File: src/rtl/seq_hit_window_counter_if.sv
`default_nettype none
// ============================================================================
//  Module   : seq_hit_window_counter_if
//  Purpose  : Report handshake bundle between the hit window counter and
//             the status/CSR stage (valid/ready plus report payload).
//  Revision : 1.0 - initial release
// ============================================================================
interface seq_hit_window_counter_if #(
  parameter int CNT_W = 8
);
  logic             rpt_valid;
  logic             rpt_ready;
  logic [CNT_W-1:0] rpt_count;
  logic             rpt_alarm;

  // Producer side: the window counter.
  modport master (
    output rpt_valid,
    output rpt_count,
    output rpt_alarm,
    input  rpt_ready
  );

  // Consumer side: the status/CSR stage.
  modport slave (
    input  rpt_valid,
    input  rpt_count,
    input  rpt_alarm,
    output rpt_ready
  );
endinterface
`default_nettype wire

File: src/rtl/seq_hit_window_counter.sv
`default_nettype none
// ============================================================================
//  Module   : seq_hit_window_counter
//  Purpose  : Counts pattern-detector hits over windows of WIN_LEN enabled
//             cycles and queues one report (saturating count + threshold
//             alarm) per window in a 2-entry buffer drained by valid/ready.
//  Revision : 1.0 - initial release
// ============================================================================
module seq_hit_window_counter #(
  parameter int WIN_LEN = 16,
  parameter int CNT_W   = 8,
  parameter int THRESH  = 3
) (
  input  wire logic                       clk,
  input  wire logic                       rst,
  input  wire logic                       en,
  input  wire logic                       hit_in,
  seq_hit_window_counter_if.master        rpt,
  output logic                            drop_flag,
  output logic [$clog2(WIN_LEN)-1:0]      win_pos
);

  localparam int                 c_TW     = $clog2(WIN_LEN);
  localparam logic [c_TW-1:0]    c_LAST   = c_TW'(WIN_LEN - 1);
  localparam logic [CNT_W-1:0]   c_THRESH = CNT_W'(THRESH);

  localparam logic [0:0] S_IDLE  = 1'b0;
  localparam logic [0:0] S_COUNT = 1'b1;

  logic [0:0]       r_state;
  logic [0:0]       w_state_nxt;
  logic             w_count;

  logic [c_TW-1:0]  r_timer;
  logic [CNT_W-1:0] r_acc;
  logic [CNT_W:0]   w_sum;
  logic [CNT_W-1:0] w_final;
  logic             w_alarm;
  logic             w_close;

  // Report buffer: entry 0 is the head presented to the consumer.
  logic [1:0]       r_occ;
  logic [CNT_W-1:0] r_cnt0;
  logic [CNT_W-1:0] r_cnt1;
  logic             r_alm0;
  logic             r_alm1;
  logic             r_drop;
  logic             w_pop;
  logic [1:0]       w_occ_pop;
  logic             w_push_ok;

  // State register.
  always_ff @(posedge clk or posedge rst) begin
    if (rst) r_state <= S_IDLE;
    else     r_state <= w_state_nxt;
  end

  // Next state follows the enable level.
  always_comb begin
    w_state_nxt = r_state;
    case (r_state)
      S_IDLE:  if (en)  w_state_nxt = S_COUNT;
      S_COUNT: if (!en) w_state_nxt = S_IDLE;
      default: w_state_nxt = S_IDLE;
    endcase
  end

  // The cycle en is first sampled high already counts (timer sits at 0).
  always_comb begin
    w_count = 1'b0;
    case (r_state)
      S_IDLE:  w_count = en;
      S_COUNT: w_count = en;
      default: w_count = 1'b0;
    endcase
  end

  // Saturating count including this cycle's hit; used for both accumulate and close.
  always_comb begin
    w_sum   = {1'b0, r_acc} + {{CNT_W{1'b0}}, hit_in};
    w_final = w_sum[CNT_W] ? {CNT_W{1'b1}} : w_sum[CNT_W-1:0];
    w_alarm = (w_final >= c_THRESH);
    w_close = w_count && (r_timer == c_LAST);
  end

  // Window timer and hit accumulator; dropping en discards the partial window.
  always_ff @(posedge clk or posedge rst) begin
    if (rst) begin
      r_timer <= '0;
      r_acc   <= '0;
    end else if (!w_count || w_close) begin
      r_timer <= '0;
      r_acc   <= '0;
    end else begin
      r_timer <= r_timer + 1'b1;
      r_acc   <= w_final;
    end
  end

  // Occupancy after a possible pop decides where a new report lands.
  always_comb begin
    w_pop     = (r_occ != 2'd0) && rpt.rpt_ready;
    w_occ_pop = r_occ - {1'b0, w_pop};
    w_push_ok = w_close && (w_occ_pop != 2'd2);
  end

  // Report FIFO: shift on pop, then write the new report into the first free slot.
  always_ff @(posedge clk or posedge rst) begin
    if (rst) begin
      r_occ  <= 2'd0;
      r_cnt0 <= '0;
      r_cnt1 <= '0;
      r_alm0 <= 1'b0;
      r_alm1 <= 1'b0;
      r_drop <= 1'b0;
    end else begin
      if (w_pop) begin
        r_cnt0 <= r_cnt1;
        r_alm0 <= r_alm1;
      end
      if (w_close) begin
        case (w_occ_pop)
          2'd0: begin
            r_cnt0 <= w_final;
            r_alm0 <= w_alarm;
          end
          2'd1: begin
            r_cnt1 <= w_final;
            r_alm1 <= w_alarm;
          end
          default: r_drop <= 1'b1;
        endcase
      end
      r_occ <= w_occ_pop + {1'b0, w_push_ok};
    end
  end

  assign rpt.rpt_valid = (r_occ != 2'd0);
  assign rpt.rpt_count = r_cnt0;
  assign rpt.rpt_alarm = r_alm0;
  assign drop_flag     = r_drop;
  assign win_pos       = r_timer;

endmodule
`default_nettype wire

File: src/flat_wrapper.sv
// flat-port wrapper written by rule: the top's interface ports become plain ports
module seq_hit_window_counter_flat 
#(
  parameter int WIN_LEN = 16,
  parameter int CNT_W   = 8,
  parameter int THRESH  = 3
)
  (clk, rst, en, hit_in, drop_flag, win_pos, rpt_rpt_valid, rpt_rpt_count, rpt_rpt_alarm, rpt_rpt_ready);
  seq_hit_window_counter_if #(.CNT_W(CNT_W)) rpt_i ();
  input  wire logic clk;
  input  wire logic rst;
  input  wire logic en;
  input  wire logic hit_in;
  output logic drop_flag;
  output logic [$clog2(WIN_LEN)-1:0] win_pos;
  output wire logic [$bits(rpt_i.rpt_valid)-1:0] rpt_rpt_valid;
  output wire logic [$bits(rpt_i.rpt_count)-1:0] rpt_rpt_count;
  output wire logic [$bits(rpt_i.rpt_alarm)-1:0] rpt_rpt_alarm;
  input wire logic [$bits(rpt_i.rpt_ready)-1:0] rpt_rpt_ready;
  assign rpt_rpt_valid = rpt_i.rpt_valid;
  assign rpt_rpt_count = rpt_i.rpt_count;
  assign rpt_rpt_alarm = rpt_i.rpt_alarm;
  assign rpt_i.rpt_ready = rpt_rpt_ready;
  seq_hit_window_counter #(.WIN_LEN(WIN_LEN), .CNT_W(CNT_W), .THRESH(THRESH)) u_core (.clk(clk), .rst(rst), .en(en), .hit_in(hit_in), .rpt(rpt_i), .drop_flag(drop_flag), .win_pos(win_pos));
endmodule
File: config.mk
export PLATFORM = sky130hd
export DESIGN_NAME = seq_hit_window_counter_flat
export DESIGN_NICKNAME = d
export VERILOG_FILES = /design/src/rtl/seq_hit_window_counter_if.sv /design/src/rtl/seq_hit_window_counter.sv /design/src/flat_wrapper.sv
export SDC_FILE = /design/constraint.sdc
export NUM_CORES = 1
export LEC_CHECK = 0
export ABC_AREA = 1
export BUFFER_PORTS_ARGS = -buffer_cell sky130_fd_sc_hd__buf_4
export CAP_MARGIN = 20
export CORE_ASPECT_RATIO = 2
export CORE_MARGIN = 10
export CORE_UTILIZATION = 56
export CTS_BUF_LIST = sky130_fd_sc_hd__clkbuf_4 sky130_fd_sc_hd__clkbuf_8 sky130_fd_sc_hd__clkbuf_16
export DETAILED_ROUTE_END_ITERATION = 8
export GPL_TIMING_DRIVEN = 0
export PLACE_DENSITY = 0.73
export SETUP_SLACK_MARGIN = 0.1
export SYNTH_ARGS = -nofsm -noshare
export SYNTH_HDL_FRONTEND = slang
export SYNTH_SLANG_ARGS = --single-unit
export TNS_END_PERCENT = 100
File: constraint.sdc
create_clock -name clk -period 2.9 [get_ports clk]
set_clock_uncertainty 0.2 [all_clocks]
set_input_delay 0.145 -clock clk [delete_from_list [all_inputs] [get_ports clk]]
set_output_delay 0.145 -clock clk [all_outputs]
set_load 0.1 [all_outputs]
* Yosys cells after proc, flatten, opt, wreduce, memory -nomap -nowiden *
Index checks and enable logic that the tools add are counted.

cells by class
  add/sub/neg operators = 4
  equality and inequality tests = 3
  $lt $le $gt $ge = 1
  reductions and logical operators = 10
  multiplexer cells = 9
  bitwise operators = 1

operator list
  kind                 count
  $mux 8               5
  $add 8x1->9          1
  $ge 8x2->1 const B   1
  $add 4x1->4 const B  1
  $eq 4x4->1 const B   1
  $mux 4               1
  $reduce_and 2->1     2
  $logic_and 1x1->1    3
  $mux 1               3
  $add 2x1->2          1
  $eq 2x1->1 const B   1
  $logic_not 2->1      1
  $ne 2x2->1 const B   1
  $reduce_bool 2->1    1
  $reduce_or 2->1      1
  $sub 2x1->2          1
  $logic_not 1->1      1
  $logic_or 1x1->1     1
  $not 1->1            1

word-level totals
  output and inout bits = 15
  bits of input ports = 5
  bits in registers = 33
  logic and storage cells = 36

* Longest topological paths before layout *
Gate-level depths: netlist of run 1.

  word-level depth = 7
  gate-level depth with buffers = 14
  gate-level depth less buffers = 14

* Worst setup path after synthesis of run 1 *
No wires, ideal clock.

  path type = reg-to-reg
  start = register u_core.r_occ[1]
  end = register u_core.r_alm1
  stages on the path, launching flop included = 15
  path slack = 0.129 ns
  period minus slack after synthesis = 2.771 ns
  buffers on the path = 0
  data required time = 2.587 ns
  arrival = 2.459 ns
  setup time = 0.113 ns
  path through = dfrtp_1 inv_1 nand2_1 nand2_1 clkinv_1 ha_1 inv_1 nand2_1 and2_1 nor2_2 nand2_1 nor2_1 nand3_1 nand2_1 inv_1

between the ends
  word-level cells in the longest chain between the ends = 5

RTL lines
  what                               line                           RTL
  start, declared                    seq_hit_window_counter.sv:42   logic [1:0] r_occ;
  start signal, assigned             seq_hit_window_counter.sv:134  r_occ <= w_occ_pop + {1'b0, w_push_ok};
  $reduce_bool 2->1                  -
  via rpt_rpt_valid                  flat_wrapper.sv:16             output wire logic [$bits(rpt_i.rpt_valid)-1:0] rpt_rpt_valid;
  $logic_and 1x1->1                  seq_hit_window_counter.sv:102  w_pop = (r_occ != 2'd0) && rpt.rpt_ready;
  $sub 2x1->2                        seq_hit_window_counter.sv:103  w_occ_pop = r_occ - {1'b0, w_pop};
  $eq 2x1->1                         seq_hit_window_counter.sv:122  case (w_occ_pop)
  $reduce_and 2->1 (no source line)  -
  end signal, assigned               seq_hit_window_counter.sv:129  r_alm1 <= w_alarm;
  end, declared                      seq_hit_window_counter.sv:46   logic r_alm1;

The timed path passes the listed nets, and every way through them passes these cells.
A chain may end at the register's enable or synchronous reset.

* Worst setup path after layout of run 1 *
  start = register u_core.r_occ[1]
  end = register u_core.r_cnt1[1]

between the ends
  word-level cells in the longest chain between the ends = 5

RTL lines
  what                                 line                           RTL
  $reduce_bool 2->1                    seq_hit_window_counter.sv:102
  $logic_and 1x1->1                    seq_hit_window_counter.sv:102
  $sub 2x1->2 *                        seq_hit_window_counter.sv:103
  $eq 2x1->1 *                         seq_hit_window_counter.sv:122
  $reduce_and 2->1 (no source line) *  -
  end signal, assigned                 seq_hit_window_counter.sv:128  r_cnt1 <= w_final;
  end, declared                        seq_hit_window_counter.sv:44   logic [CNT_W-1:0] r_cnt1;

Mark *: on every way between the ends. The rest lies on a longest branch, timed or not.

==> impl_metrics.ini, run 1 <==
[yosys]
postSynthCellCount = 197
syn-num-nets = 207
synthFlopType = dfrtp_1
ys_ff_latch = 33
postSynthAreaPerCell_um2 = 8.295
synth.top_cells.by_count = nand2_1, dfrtp_1, nor2_1
synth_most_common_cell = nand2_1
synth_top_cell_area_share = 0.5054
ys_seq_area_frac = 0.5054
synth.cell_area_um2 = 1634
post-synth-top-area-cell = dfrtp_1
synthArstFlopShare = 1.000
ys_types = 25
synth_edf_count = 0
yosysWarnings = 0
synth_area_leaders = dfrtp_1, nand2_1, nor2_1, inv_1, ha_1

[sta]
grt_setup_unrepaired = no
slew_headroom = 0.5105
fmax_ghz = 0.4247
tightest_slew_ns = 0.7335
drv_slew = 0
finalHoldViolations = 0
setup_viol = 0
finalCritPeriodShare = 0.8120
tns_ns = 0
fin_crit_ns = 2.355

[floorplan]
rows = 27
fp.dieW_um = 58.20
core_um2 = 2770
dieArea_um2 = 5609
start_util = 0.5899
ios = 20
die_y_um = 96.39

[critical_path]
critPathBufInv = 4
critPathTopFamily = simple AND/OR/NAND/NOR gates
cp-start-kind = register
required_ns = 2.86
crit_path_top_delay_cell = dfrtp_1
cp_cell_sequence = inv_1 > nand2_1 > nand2_1 > clkinv_1 > ha_1 > inv_1 > nand2_1 > and2_1 > nor2_2 > nand2_1 > buf_2 > nand2_1 > o21ai_1
cp_max_fo = 10
cp_data_arrival_time_ns = 2.31
reg2reg_to = u_core.r_cnt1[1]
critPathCaptureType = register
rr_startpoint = u_core.r_occ[1]
path_class = reg2reg
reg2reg_slack_ns = 0.55
crit_path_frequent_cell = nand2_1
slowest_delay_ns = 0.38
r2r_cells = 13

[layout]
utilization = 0.7005
stdcell_count = 254
drive_gt1_frac = 0.1956
nFillCells = 248
nets = 235
syn2layout_area_growth_pct = 18.76
antenna_cells = 0

[clock_network]
cts-root-buf = clkbuf_8
htree_levels = 2
clock_latency_ns = 0.28
clk_path_buf_depth = 2
cts.clk_slew.worst_paths_ns = 0.06
cts_num_sinks = 33
cts_tree = yes
cts_made_buffers = 5

[run]
max_cap_viol_count = 0

[route]
num_vias = 1345
antenna_left = 0
first_iter_violations = 45
viasPerCell = 5.295
routed_wl_mm = 3.382
drc = 0
routedWlPerCell_um = 13.31
first_pass_iters = 4

[power]
peakVddDrop_uv = 501.7
p_per_area_nw_per_um2 = 591.8
total_power_w = 0.001148
p_leak_nw = 1.013

[global_route]
grt_antenna_before_repair = 0
grt_pass1_vias = 1280
grt_use_total = 0.1298
grt_pass1_wl_mm = 5.644
overflow = 0
grt_max_degree = 18

[worst_hold_path]
hold-path-cell-count = 3
min_to = u_core.r_acc[7]
hp-start = en
hold_class = in2reg

[placed_design]
dp_hpwl_mm = 2.625
dp.cells = 246
gp_congestion = 0.7907
io_buffers = 19

[run_status]
outcome = finished, final reports clean
-- final cells by class --
cell class                 instances  area [µm²]  share of cell area
buffer                             4       17.52            0.009026
clock buffer                       7       90.09             0.04642
inverter                          22       82.58             0.04255
multi-input combinational        138       708.2              0.3649
sequential                        33       825.8              0.4255
tap                               29       36.28             0.01870
timing repair buffer              21       180.2             0.09284
-- through the flow --
step                hold WS (ns)  instance area (µm²)  setup slack, ns
floorplan                0.07390                 1634           0.1287
global placement          0.2589                 1813           0.5789
detailed placement        0.1107                 1841           0.5249
CTS                      0.01074                 1941           0.5127
global route             0.02315                 1941           0.2913
finish                   0.01364                 1941           0.5451
-- power breakdown --
part | total, W | leakage [nW] | switching [W] | internal [W]
Clock | 0.000347 | 0.0477 | 0.000150 | 0.000197
Combinational | 0.000299 | 0.522 | 0.000225 | 0.0000747
Sequential | 0.000502 | 0.444 | 0.0000152 | 0.000487
Total | 0.00115 | 1.01 | 0.000389 | 0.000759
-- kinds of logic after synthesis --
family	Yosys count	share of synthesized area
fa+ha+maj	5	0.03828
buf+inv	26	0.06126
compound gates	22	0.08040
xor+xnor	4	0.02144
flops	33	0.5054
simple gates	107	0.2933
-- what timing repair did --
| action | CTS | global route |
|---|---|---|
| resized for setup | 0 | 0 |
| hold buffers | 1 | 0 |
| endpoints found under the setup margin | 0 | 0 |
| setup buffers | 0 | 0 |
| hold endpoints to repair | 16 | 0 |
-- per-layer routing --
layer,wire [µm],GRT usage
met1,1311,0.1158
met5,0,0
met4,72,0.07087
met2,1848,0.2473
met3,149,0.03922
-- sequential cells by signal, indices dropped and copies added (netlist names) --
name,cells
u_core.rpt.rpt_alarm,1
u_core.drop_flag,1
u_core.r_acc,8
u_core.r_occ,2
u_core.win_pos,4
u_core.r_cnt1,8
u_core.r_alm1,1
u_core.rpt.rpt_count,8
-- worst register-to-register path, cell delays in order (launching register included) --
cell      delay [ns]
dfrtp_1         0.38
inv_1           0.07
nand2_1         0.06
nand2_1         0.07
clkinv_1        0.23
ha_1            0.29
inv_1           0.05
nand2_1         0.04
and2_1          0.17
nor2_2          0.15
nand2_1         0.17
buf_2           0.22
nand2_1         0.07
o21ai_1         0.06
-- cells in the final DEF (no fill, tap or decap), drive strengths merged --
cell	instances
a21oi	1
a31oi	7
and2	1
buf	22
clkbuf	9
clkinv	2
dfrtp	33
dlygate4sd3	1
ha	5
inv	20
nand2	62
nand3	9
nand4	3
nor2	32
o211ai	1
o21ai	11
o21bai	1
o2bb2ai	1
xnor2	1
xor2	3
-- worst max-delay path by stage --
stage | from | slack [ns] | endpoint | cells past startpoint
final | u_core.r_occ[1] | 0.55 | u_core.r_cnt1[1] | 13
after global routing | u_core.r_occ[1] | 0.29 | u_core.r_alm1 | 14
after CTS | u_core.r_occ[1] | 0.51 | u_core.r_cnt1[1] | 13
after detailed placement | u_core.r_occ[1] | 0.52 | u_core.r_cnt1[1] | 13
after global placement | u_core.r_occ[1] | 0.58 | u_core.r_cnt1[1] | 13
after floorplan | u_core.r_occ[1] | 0.13 | u_core.r_alm1 | 14
No activity file was read; power rests on OpenSTA's default activity.
==> inputs of run 2 (changes only) <==
--- a/config.mk
+++ b/config.mk
@@ -5,7 +5,7 @@
 export SDC_FILE = /design/constraint.sdc
 export NUM_CORES = 1
 export LEC_CHECK = 0
-export ABC_AREA = 1
+export ABC_AREA = 0
 export BUFFER_PORTS_ARGS = -buffer_cell sky130_fd_sc_hd__buf_4
 export CAP_MARGIN = 20
 export CORE_ASPECT_RATIO = 2
@@ -14,7 +14,7 @@
 export CTS_BUF_LIST = sky130_fd_sc_hd__clkbuf_4 sky130_fd_sc_hd__clkbuf_8 sky130_fd_sc_hd__clkbuf_16
 export DETAILED_ROUTE_END_ITERATION = 8
 export GPL_TIMING_DRIVEN = 0
-export PLACE_DENSITY = 0.73
+export PLACE_DENSITY = 0.74
 export SETUP_SLACK_MARGIN = 0.1
 export SYNTH_ARGS = -nofsm -noshare
 export SYNTH_HDL_FRONTEND = slang
==> constraint.sdc (replaced) <==
create_clock -name clk -period 2.3 [get_ports clk]
set_clock_uncertainty 0.2 [all_clocks]
set_input_delay 0.115 -clock clk [delete_from_list [all_inputs] [get_ports clk]]
set_output_delay 0.115 -clock clk [all_outputs]
set_load 0.1 [all_outputs]
==> run 2 against run 1 <==
Compared with the run above: the flow now finishes with violations (setup timing); worst setup slack got worse by 0.56 ns; area after synthesis down 3.9%; largest cell class unchanged; combinational power is 80% higher.
==> impl_metrics.ini, run 2 <==
[floorplan]
start_util = 0.5738
ios = 20
die_y_um = 94.89
core_um2 = 2736
fp.dieW_um = 57.45
dieArea_um2 = 5451
rows = 27

[sta]
finalHoldViolations = 0
tightest_slew_ns = 0.7111
finalCritPeriodShare = 1.007
setup_viol = 1
setup_slack_ns = -0.01576
slew_headroom = 0.5254
grt_setup_unrepaired = yes
drv_slew = 0
fin_crit_ns = 2.316
fmax_ghz = 0.4318

[layout]
nFillCells = 175
syn2layout_area_growth_pct = 35.94
fin_area_um2 = 2135
layout_common_cells = dfrtp_1, buf_4, mux2i_1
multi_input_area_um2 = 808.3
nets = 191
antenna_cells = 0
regArea_um2 = 829.5
final_common_cell = dfrtp_1
drive_gt1_frac = 0.3846

[clock_network]
htree_levels = 2
cts_num_sinks = 33
cts_made_buffers = 5
clock_latency_ns = 0.29
cts_tree = yes
cts-root-buf = clkbuf_8
cts.clk_slew.worst_paths_ns = 0.07
clk_path_buf_depth = 2

[placed_design]
dp_hpwl_mm = 2.587
postPlaceCellArea_um2 = 1834
gp_congestion = 0.7740
dpl_worst_slack_ns = -0.07068
io_buffers = 19

[route]
routed_wl_mm = 4.080
first_pass_iters = 5
num_vias = 1258
routedWlPerCell_um = 19.34
antenna_left = 0
viasPerCell = 5.962
first_iter_violations = 30
drc = 0

[yosys]
synth.top_cells.by_count = dfrtp_1, mux2i_1, nor2_1
post-synth-top-area-cell = dfrtp_1
ys_types = 39
synth.cell_area_um2 = 1570
ys_ff_latch = 33
synth_most_common_cell = dfrtp_1
ys_seq_area_frac = 0.5259
synthArstFlopShare = 1.000
synth_edf_count = 0
postSynthCellCount = 143
synth_top_cell_area_share = 0.5259
yosysWarnings = 0
syn-num-nets = 153
postSynthAreaPerCell_um2 = 10.98
synthFlopType = dfrtp_1
synth_area_leaders = dfrtp_1, mux2i_1, ha_1, nor2_1, o21ai_1

[critical_path]
r2r_cells = 11
required_ns = 2.28
cp-start-kind = register
cp_data_arrival_time_ns = 2.29
path_class = reg2reg
cp_max_fo = 7
critPathCaptureType = register

[global_route]
grt_pass1_vias = 1312
grt_antenna_before_repair = 0
overflow = 0
grt_max_degree = 18
grt_pass1_wl_mm = 6.272
grt_use_total = 0.1454

[run_status]
outcome = finished, violations left
violations = setup timing

[run]
max_cap_viol_count = 0

[worst_hold_path]
hold_class = in2reg
hold-path-cell-count = 4

[power]
p_per_area_nw_per_um2 = 769.4
peakVddDrop_uv = 792.9
p_leak_nw = 1.089
==> run 2: stage by stage <==
step,total power [W],hold slack (ns),util,setup TNS [ns],std cells
floorplan,0.0009913,0.04350,-,-0.05263,143
global placement,0.001053,0.1613,0.6603,-0.05324,191
detailed placement,0.001081,0.07251,0.6703,-0.3563,192
CTS,0.001594,0.1223,0.7339,0,208
global route,0.001694,0.1492,0.7801,-0.3390,211
finish,0.001642,0.1309,0.7801,-0.01576,211
==> run 2: timing repair <==
item,4_1_cts,5_1_grt
setup endpoints to repair,18,16
pin swaps,5,3
hold buffers,2,0
hold endpoints to repair,19,0
buffers inserted,5,2
gates cloned,1,1
gates resized for setup,2,20
==> run 2: kinds of logic after synthesis <==
kind of cell | after synthesis | synth area share
AO/OA/AOI/OAI | 23 | 0.08845
XOR/XNOR | 6 | 0.03347
adder cells (fa/ha/maj) | 5 | 0.03984
buffers and inverters | 9 | 0.03426
flip-flops | 33 | 0.5259
multiplexers | 17 | 0.1115
AND/OR/NAND/NOR | 50 | 0.1666
==> run 2: critical path: stages, from the launching register on <==
cell,delay [ns]
dfrtp_1,0.40
or2_1,0.25
clkbuf_16,0.16
nand2_8,0.06
inv_4,0.03
ha_4,0.16
xor2_4,0.15
or3_1,0.32
buf_6,0.15
buf_2,0.16
nand2_1,0.09
o21ai_1,0.07
==> run 2: worst paths after layout <==
kind / slack [ns] / endpoint / from
hold / removal: 0.13 / u_core.r_acc[0] / hit_in
max in group asynchronous: 1.04 / u_core.r_acc[7] / rst
setup reg to reg: -0.02 / u_core.r_cnt1[1] / u_core.r_occ[1]
setup / recovery: -0.02 / u_core.r_cnt1[1] / u_core.r_occ[1]
hold reg to reg: 0.28 / u_core.win_pos[0] / u_core.win_pos[0]
min in group asynchronous: 0.32 / u_core.r_occ[0] / rst
==> run 2: report_power, final <==
group	internal (W)	switching [W]	total, W
logic	0.000231	0.000306	0.000538
registers	0.000608	0.0000195	0.000627
clock network	0.000255	0.000222	0.000477
==> run 2: final cells by class <==
cell class | instances | share of cell area
plain buffers | 5 | 0.03400
clock inverters | 1 | 0.003517
well taps | 29 | 0.01700
inverters | 4 | 0.008206
clock buffers | 7 | 0.04220
repair buffers | 31 | 0.1278
flip-flops and latches | 33 | 0.3886
multi-input cells | 101 | 0.3787
==> run 2: metal layers <==
| metal | vias to the layer above | track usage | share of wire |
|---|---|---|---|
| met3 | 10 | 0.04704 | 0.057 |
| met2 | 41 | 0.2860 | 0.59 |
| met1 | 631 | 0.1285 | 0.33 |
| met5 | - | 0 | 0 |
| li1 | 576 | - | - |
| met4 | 0 | 0.05315 | 0.029 |
==> inputs of run 3 (changes only) <==
--- a/config.mk
+++ b/config.mk
@@ -12,9 +12,10 @@
 export CORE_MARGIN = 10
 export CORE_UTILIZATION = 56
 export CTS_BUF_LIST = sky130_fd_sc_hd__clkbuf_4 sky130_fd_sc_hd__clkbuf_8 sky130_fd_sc_hd__clkbuf_16
+export CTS_CLUSTER_SIZE = 8
 export DETAILED_ROUTE_END_ITERATION = 8
 export GPL_TIMING_DRIVEN = 0
-export PLACE_DENSITY = 0.74
+export PLACE_DENSITY_LB_ADDON = 0.1
 export SETUP_SLACK_MARGIN = 0.1
 export SYNTH_ARGS = -nofsm -noshare
 export SYNTH_HDL_FRONTEND = slang
==> run 3 against run 2 <==
Compared with the run above: the run now ends clean; first-iteration DRC count shrank 27%; critical endpoint is now u_core.r_cnt1[3]; register-to-register slack gained 0.04 ns; highest routed layer unchanged; clock power shrank 3%; core utilization grew 0.82 points; sequential power is essentially flat; non-clock buffer count is the same; sequential share of layout area shrank 0.41 points; clock-buffer cell count grew 1; global-route usage shrank 1.2 points.
==> impl_metrics.ini, run 3 (synthesized netlist as in run 2, its figures left out) <==
[clock_network]
cts-root-buf = clkbuf_8
htree_levels = 2
cts.clk_slew.worst_paths_ns = 0.07
clk_path_buf_depth = 2
cts_tree = yes
cts_num_sinks = 33
clock_latency_ns = 0.28
cts_made_buffers = 5

[placed_design]
dp.cells = 192
dp_hpwl_mm = 2.551
io_buffers = 19
gp_congestion = 0.7903
postPlaceCellArea_um2 = 1834

[global_route]
grt_pass1_vias = 1336
grt_antenna_before_repair = 0
grt_use_total = 0.1330
grt_max_degree = 26
grt_pass1_wl_mm = 5.899
overflow = 0

[critical_path]
crit_cells = 9
cp-start-kind = register
cp_max_fo = 6
rr_startpoint = u_core.r_occ[1]
path_class = reg2reg
r2r_cells = 9
reg2reg_to = u_core.r_cnt1[3]
reg2reg_slack_ns = 0.02
critPathTopFamily = simple AND/OR/NAND/NOR gates
cp_data_arrival_time_ns = 2.24
critPathBufInv = 3
required_ns = 2.26
slowest_delay_ns = 0.39
critPathCaptureType = register
cp_cell_sequence = or2_1 > clkbuf_16 > nand2_8 > inv_4 > ha_4 > xor2_4 > or3_1 > buf_6 > mux2_4
crit_path_top_delay_cell = dfrtp_1

[floorplan]
ios = 20
dieArea_um2 = 5451
start_util = 0.5738
rows = 27
die_y_um = 94.89
core_um2 = 2736
fp.dieW_um = 57.45

[route]
first_iter_violations = 22
routed_wl_mm = 3.844
antenna_left = 0
num_vias = 1250
routedWlPerCell_um = 18.22
drc = 0
viasPerCell = 5.924
first_pass_iters = 4

[layout]
drive_gt1_frac = 0.4121
stdcell_count = 211
syn2layout_area_growth_pct = 37.37
final_common_cell = dfrtp_1
nets = 191
layout_common_cells = dfrtp_1, buf_4, mux2i_1
antenna_cells = 0
fin_area_um2 = 2157

[worst_hold_path]
min_to = u_core.r_acc[0]
hp-start = hit_in
hold-path-cell-count = 4
hold_class = in2reg

[run_status]
outcome = finished, final reports clean

[sta]
drv_slew = 0
fin_crit_ns = 2.278
setup_viol = 0
slew_headroom = 0.5614
finalCritPeriodShare = 0.9903
grt_setup_unrepaired = yes
fmax_ghz = 0.4390
tightest_slew_ns = 0.6511
finalHoldViolations = 0
tns_ns = 0

[power]
peakVddDrop_uv = 704.7
p_per_area_nw_per_um2 = 757.0
p_leak_nw = 1.112

[run]
max_cap_viol_count = 0
-- run 3: what timing repair did --
action / 4_1_cts / 5_1_grt
hold buffers: 2 / 0
pin swaps: 7 / 5
gates resized for setup: 7 / 21
buffers inserted: 5 / 2
hold endpoints to repair: 35 / 0
gates cloned: 1 / 1
setup endpoints to repair: 18 / 17
-- run 3: stage by stage --
stage	hold slack (ns)	total power [W]	util	worst slack [ns]
floorplan	0.04350	0.0009913	-	-0.05243
global placement	0.1588	0.001054	0.6603	-0.03738
detailed placement	-0.05404	0.001078	0.6703	-0.07292
CTS	0.1172	0.001583	0.7398	0.03703
global route	0.1950	0.001689	0.7883	-0.01491
finish	0.1410	0.001633	0.7883	0.02231
-- run 3: final cells by class --
type                            instances  area [µm²]
Sequential cell                        33       829.5
Multi-Input combinational cell        101       829.5
Fill cell                             153       579.3
Timing Repair Buffer                   31       279.0
Clock buffer                            8       97.59
Buffer                                  5       67.56
Tap cell                               29       36.28
Inverter                                4       17.52
-- run 3: report_power, final --
group	switching, W	total (W)	internal [W]
logic	0.000307	0.000546	0.000239
clock network	0.000194	0.000461	0.000267
registers	0.0000174	0.000626	0.000608
total	0.000518	0.00163	0.00112
-- run 3: routing by layer --
layer	up-vias	GRT usage	part of all wire
li1	580	-	-
met1	624	0.1342	0.37
met2	36	0.2347	0.55
met3	10	0.03360	0.043
met4	0	0.08071	0.034
met5	-	0	0
-- run 3: worst max-delay path by stage --
stage	from	endpoint	slack, ns
6_report	u_core.r_occ[1]	u_core.r_cnt1[3]	0.02
5_1_grt	u_core.r_occ[0]	u_core.rpt.rpt_count[4]	-0.01
4_1_cts	u_core.r_occ[1]	u_core.r_cnt1[3]	0.04
3_5_place_dp	u_core.r_occ[1]	u_core.r_cnt1[3]	-0.07
3_3_place_gp	u_core.r_occ[1]	u_core.r_cnt1[3]	-0.04
2_1_floorplan	u_core.r_occ[1]	u_core.r_cnt1[3]	-0.05
-- run 3: tightest hold or removal path, delay by kind of cell --
kind | cells | cell delay, ns
buf+inv | 1 | 0.08
fa+ha+maj | 1 | 0.19
simple gates | 2 | 0.19
